**src/rtl/fetch_stage.sv**
```systemverilog
// Instruction fetch: one outstanding imem read, prefetch queue feeding IF/ID, branch redirect with in-flight discard.
// Optional perf counters (fetch_count, discard_count) when FETCH_PERF_CNT_EN is defined.
module fetch_stage #(
  parameter logic [31:0] RESET_PC    = 32'h0000_0000,
  parameter int          QUEUE_DEPTH = 2
) (
  input  logic        clk,
  input  logic        rst,
  input  logic        stall,
  input  logic        branch_taken,
  input  logic [31:0] branch_target,
  output logic        imem_req,
  output logic [31:0] imem_addr,
  input  logic        imem_rvalid,
  input  logic [31:0] imem_rdata,
  output logic        if_valid,
  output logic [31:0] PC,
  output logic [31:0] instruction
`ifdef FETCH_PERF_CNT_EN
  ,
  output logic [31:0] fetch_count,
  output logic [31:0] discard_count
`endif
);
  localparam int PW = (QUEUE_DEPTH > 1) ? $clog2(QUEUE_DEPTH) : 1;
  localparam int CW = $clog2(QUEUE_DEPTH + 1);
  localparam logic [PW-1:0] LAST = PW'(QUEUE_DEPTH - 1);
  localparam logic [CW-1:0] FULL = CW'(QUEUE_DEPTH);

  typedef enum logic [1:0] {IDLE, WAIT, DISCARD} state_t;
  typedef struct packed {
    logic [31:0] pc;
    logic [31:0] insn;
  } entry_t;

  state_t        state;
  logic [31:0]   fetch_pc, req_pc;
  entry_t        q [QUEUE_DEPTH];
  logic [PW-1:0] rd_ptr, wr_ptr;
  logic [CW-1:0] count;
  logic          issue, push, pop, drop;

  function automatic logic [PW-1:0] nxt(input logic [PW-1:0] p);
    return (p == LAST) ? '0 : p + 1'b1;
  endfunction

  // Issue only needs a free slot: with a single outstanding read, a kept response always fits.
  assign issue       = !rst && (state == IDLE) && (count < FULL) && !branch_taken;
  assign push        = (state == WAIT) && imem_rvalid && !branch_taken;
  assign drop        = imem_rvalid && ((state == DISCARD) || ((state == WAIT) && branch_taken));
  assign if_valid    = (count != '0);
  assign pop         = if_valid && !stall && !branch_taken;
  assign imem_req    = issue;
  assign imem_addr   = fetch_pc;
  assign PC          = if_valid ? q[rd_ptr].pc   : '0;
  assign instruction = if_valid ? q[rd_ptr].insn : '0;

  always_ff @(posedge clk) begin
    if (rst) begin
      state    <= IDLE;
      fetch_pc <= RESET_PC;
      req_pc   <= RESET_PC;
      rd_ptr   <= '0;
      wr_ptr   <= '0;
      count    <= '0;
    end else begin
      case (state)
        IDLE:    if (issue) state <= WAIT;
        WAIT:    if (imem_rvalid) state <= IDLE;
                 else if (branch_taken) state <= DISCARD;
        DISCARD: if (imem_rvalid) state <= IDLE;
        default: state <= IDLE;
      endcase

      if (branch_taken) fetch_pc <= {branch_target[31:2], 2'b00};
      else if (issue)   fetch_pc <= fetch_pc + 32'd4;
      if (issue) req_pc <= fetch_pc;

      if (branch_taken) begin
        rd_ptr <= '0;
        wr_ptr <= '0;
        count  <= '0;
      end else begin
        if (push) wr_ptr <= nxt(wr_ptr);
        if (pop)  rd_ptr <= nxt(rd_ptr);
        case ({push, pop})
          2'b10:   count <= count + 1'b1;
          2'b01:   count <= count - 1'b1;
          default: ;
        endcase
      end
    end
  end

  // Entry storage needs no reset; count gates visibility.
  always_ff @(posedge clk) begin
    if (push) q[wr_ptr] <= '{pc: req_pc + 32'd4, insn: imem_rdata};
  end

`ifdef FETCH_PERF_CNT_EN
  always_ff @(posedge clk) begin
    if (rst) begin
      fetch_count   <= '0;
      discard_count <= '0;
    end else begin
      if (issue) fetch_count   <= fetch_count + 32'd1;
      if (drop)  discard_count <= discard_count + 32'd1;
    end
  end
`else
  logic unused_drop;
  assign unused_drop = drop;
`endif
endmodule

```
**config.mk**
```make
export PLATFORM = sky130hd
export DESIGN_NAME = fetch_stage
export DESIGN_NICKNAME = d
export VERILOG_FILES = /design/src/rtl/fetch_stage.sv
export SDC_FILE = /design/constraint.sdc
export NUM_CORES = 1
export LEC_CHECK = 0
export BUFFER_PORTS_ARGS = -buffer_cell sky130_fd_sc_hd__buf_2
export CAP_MARGIN = 5
export CORE_ASPECT_RATIO = 0.8
export CORE_MARGIN = 10
export CORE_UTILIZATION = 50
export CTS_BUF_LIST = sky130_fd_sc_hd__clkbuf_4 sky130_fd_sc_hd__clkbuf_8 sky130_fd_sc_hd__clkbuf_16
export CTS_CLUSTER_DIAMETER = 120
export DETAILED_ROUTE_END_ITERATION = 10
export PLACE_DENSITY = 0.74
export SYNTH_ARGS = -nofsm -noshare
export SYNTH_HDL_FRONTEND = slang
export SYNTH_SLANG_ARGS = --single-unit
```
**constraint.sdc**
```tcl
create_clock -name clk -period 10.8 [get_ports clk]
set_clock_uncertainty 0.05 [all_clocks]
set_input_delay 2.16 -clock clk [delete_from_list [all_inputs] [get_ports clk]]
set_output_delay 2.16 -clock clk [all_outputs]
set_load 0.02 [all_outputs]
```
==> flow_metrics.tcl <==
set metrics [dict create \
    outcome "complete, no violations" \
    ys_top_cells_by_count "sky130_fd_sc_hd__edfxtp_1 (124), sky130_fd_sc_hd__nor2_1 (98), sky130_fd_sc_hd__nand2_1 (93)" \
    post_synth_design_cell_area_um2 8170 \
    finalWorstSetupSlack_ns 4.23 \
    finalWeightedCongestion 0.775 \
    synthMostInstantiatedCell "sky130_fd_sc_hd__edfxtp_1" \
    maximum_number_of_pins_on_one_net_before_global_route_repair 70 \
    met3_routing_resource_usage_after_global_routing 0.0566 \
    routed_wl_um 17200 \
    report.final.slew_viol_count 0 \
    grt_remaining_overflow 0 \
    max_cap_viol_count 0 \
    yosys_warnings 0 \
    hold_class "reg2reg" \
    power.net_switching_mw 0.350 \
    sort_of_element_at_the_end_of_the_critical_path "output pin" \
    data_required_time_of_the_critical_path_ns 8.59 \
    grt_first_pass_wirelength_um 27400 \
    gr-usage-met2 0.228 \
    tritoncts "done" \
    worst_setup_hold_path_clk_slew_ns 0.07 \
    cts-htree-levels 4 \
    power.share.clock 0.415 \
    clock_path_buffers 2 \
    critical_path.startpoint "rst" \
    worst-r2r-setup-slack_ns 8.18 \
    io_buffers 160 \
    synth-async-reset-ratio 0 \
    netlist.area_leader.share 0.456 \
    clk-insertion-delay-late_ns 0.43 \
    groute.layer.met1.usage 0.211 \
    timing_worst_slew_pin_value_ns 1.09 \
    worstSetupPathType "in2out" \
    synth-edff-count 124 \
    cts-resized-gates 0 \
    routed_wire_length_per_instance_um 15.8 \
    final.min_clock_period_ns 6.57 \
    synth_cell_types 36 \
    pwr-share-comb 0.054 \
    finish.net_count 936 \
    initial_utilization 0.514 \
    grt_total_usage 0.155 \
    cts_made_buffers 17 \
    power_report.internal_total_mw 1.17 \
    core_box_area_um2 15900 \
    post-place-ws_ns 4.23 \
    ant_diodes 0 \
    maxSlewHeadroom 0.274 \
    post-cts-setup-buffer-count 0 \
    antenna_violating_nets_post_route 0 \
    synth_area_per_cell_um2 11.4 \
    drt_iter0_drc 363 \
    num_io_pins 167 \
    post_cts_hold_buffer_count 0 \
    yosys.area.top_type "sky130_fd_sc_hd__edfxtp_1" \
    netSwitchingFraction 0.230 \
    grt_pass1_vias 5465 \
    drt_pre_antenna_iters 5 \
    crit-reg2reg-capture "imem_addr[16]$_SDFFE_PP0P_" \
    syn2layout_area_growth_pct 19.1 \
    max_clock_freq_mhz 152 \
    detail_route.vias_per_cell 5.18 \
    power.density_cell_area_nw_per_um2 156 \
    vdd_drop_max_mv 0.107 \
    worst-endpoint-arrival_ns 4.36 \
    setup_tns_ns 0 \
    netlist_top_cells_area "sky130_fd_sc_hd__edfxtp_1 (46%), sky130_fd_sc_hd__dfxtp_1 (16%), sky130_fd_sc_hd__mux2i_1 (7.8%), sky130_fd_sc_hd__nor2_1 (4.5%), sky130_fd_sc_hd__xnor2_1 (4.3%)" \
    floorplan.rows 41 \
    rsz0062_at_grt "no" \
    layout.filler_cells 1308 \
    synth_cells 718 \
    seqPwrFrac 0.531 \
    finalSetupViolations 0 \
    chipWidth_um 163 \
    globalRoute.busiestLayer "met2" \
    finalHoldViolCount 0 \
    clk_root_buffer_cell "sky130_fd_sc_hd__clkbuf_16" \
    flip_flop_and_latch_count_after_synthesis 191 \
    numClockSinks 191 \
    synth.yosys.seq_area_share 0.620 \
    worst-path-max-fanout 69 \
    r2r_cells 8 \
    detail_route.drc_violations 0 \
    period_share 0.608 \
    design.die.area_um2 21900 \
    worst_setup_path_endpoint "imem_req" \
    rr_startpoint "count[1]$_SDFFE_PP0P_" \
    hpwl_um 11700 \
    floorplan.die.height_um 134 \
    layout-drive-gt1-share 0.241 \
    grt_antenna_before_repair 1 \
    cp-start-kind "input port" \
    synth_flop_cell "sky130_fd_sc_hd__edfxtp_1" \
    leakage_nw 3.56 \
    vias 5662 \
]
## routing by layer
metal | share of wire | wire length, um | vias to the layer above
met2 | 0.42 | 7250 | 189
met1 | 0.49 | 8490 | 2623
met5 | 0.00075 | 13 | -
met4 | 0.0071 | 123 | 2
li1 | - | - | 2838
met3 | 0.080 | 1370 | 10
## cell type report
class                      instances  area, um2  area share
inverter                           8       30.0     0.00309
sequential                       191       5070       0.521
clock inverter                    15        173      0.0177
timing repair buffer             167        853      0.0877
tap                              215        269      0.0276
clock buffer                      17        425      0.0437
multi-input combinational        479       2910       0.299
## cell usage in the layout (no fill, tap or decap), types with 18 or more instances in the layout
cell                       synthesis  final
sky130_fd_sc_hd__a21oi_1          41     41
sky130_fd_sc_hd__buf_2             0    160
sky130_fd_sc_hd__dfxtp_1          67     66
sky130_fd_sc_hd__edfxtp_1        124    124
sky130_fd_sc_hd__mux2i_1          64     64
sky130_fd_sc_hd__nand2_1          93     93
sky130_fd_sc_hd__nand3_1          26     26
sky130_fd_sc_hd__nand4_1          20     20
sky130_fd_sc_hd__nor2_1           98     96
sky130_fd_sc_hd__xnor2_1          40     40
sky130_fd_sc_hd__xor2_1           18     18
## how the worst min path moves through the flow
stage | start | end | slack, ns | depth (start not counted)
3_3_place_gp | req_pc[31]$_SDFFE_PP0P_ | req_pc[31]$_SDFFE_PP0P_ | 0.41 | 2
2_1_floorplan | req_pc[31]$_SDFFE_PP0P_ | req_pc[31]$_SDFFE_PP0P_ | 0.40 | 2
5_1_grt | req_pc[10]$_SDFFE_PP0P_ | req_pc[10]$_SDFFE_PP0P_ | 0.45 | 2
4_1_cts | req_pc[31]$_SDFFE_PP0P_ | req_pc[31]$_SDFFE_PP0P_ | 0.43 | 2
6_report | req_pc[31]$_SDFFE_PP0P_ | req_pc[31]$_SDFFE_PP0P_ | 0.42 | 2
3_5_place_dp | req_pc[31]$_SDFFE_PP0P_ | req_pc[31]$_SDFFE_PP0P_ | 0.42 | 2
## power groups by stage
| stage | logic [mW] | registers (mW) | clock network, mW |
|---|---|---|---|
| 2_1_floorplan | 0.0436 | 0.828 | 0 |
| 3_3_place_gp | 0.0813 | 0.823 | 0 |
| 3_5_place_dp | 0.0828 | 0.823 | 0 |
| 4_1_cts | 0.0831 | 0.807 | 0.641 |
| 5_1_grt | 0.0919 | 0.809 | 0.669 |
| 6_report | 0.0825 | 0.807 | 0.630 |
## logic make-up after synthesis
logic type | after synthesis | synth area share
AO/OA/AOI/OAI | 66 | 0.0475
other | 1 | 0.000459
flip-flops | 191 | 0.620
XOR/XNOR | 58 | 0.0622
buffers and inverters | 51 | 0.0271
adder cells (fa/ha/maj) | 3 | 0.00459
multiplexers | 65 | 0.0798
AND/OR/NAND/NOR | 283 | 0.159
## through the flow
step	cells	util	hold WS, ns	total power [mW]	area (um2)
after detailed placement	1060	0.574	0.417	0.906	9140
after global routing	1092	0.612	0.453	1.57	9730
after floorplan	721	-	0.399	0.872	8180
after global placement	1060	0.574	0.407	0.904	9140
after CTS	1092	0.612	0.426	1.53	9730
final	1092	0.612	0.424	1.52	9730
## sequential cells by signal, indices dropped and copies added (netlist names), named ones only
register,flops
rd_ptr,1
q,124
req_pc,30
imem_addr,30
state,2
wr_ptr,1
count,2
## worst max-delay path, stage by stage
cell and delay (ns):
sky130_fd_sc_hd__buf_2 0.09, sky130_fd_sc_hd__buf_4 0.30, sky130_fd_sc_hd__nor4_1 0.25, sky130_fd_sc_hd__buf_4 0.20, sky130_fd_sc_hd__nand2_1 0.06, sky130_fd_sc_hd__buf_4 0.23, sky130_fd_sc_hd__inv_1 0.71, sky130_fd_sc_hd__buf_2 0.32
Note: power is estimated with default switching activity, not from simulation.
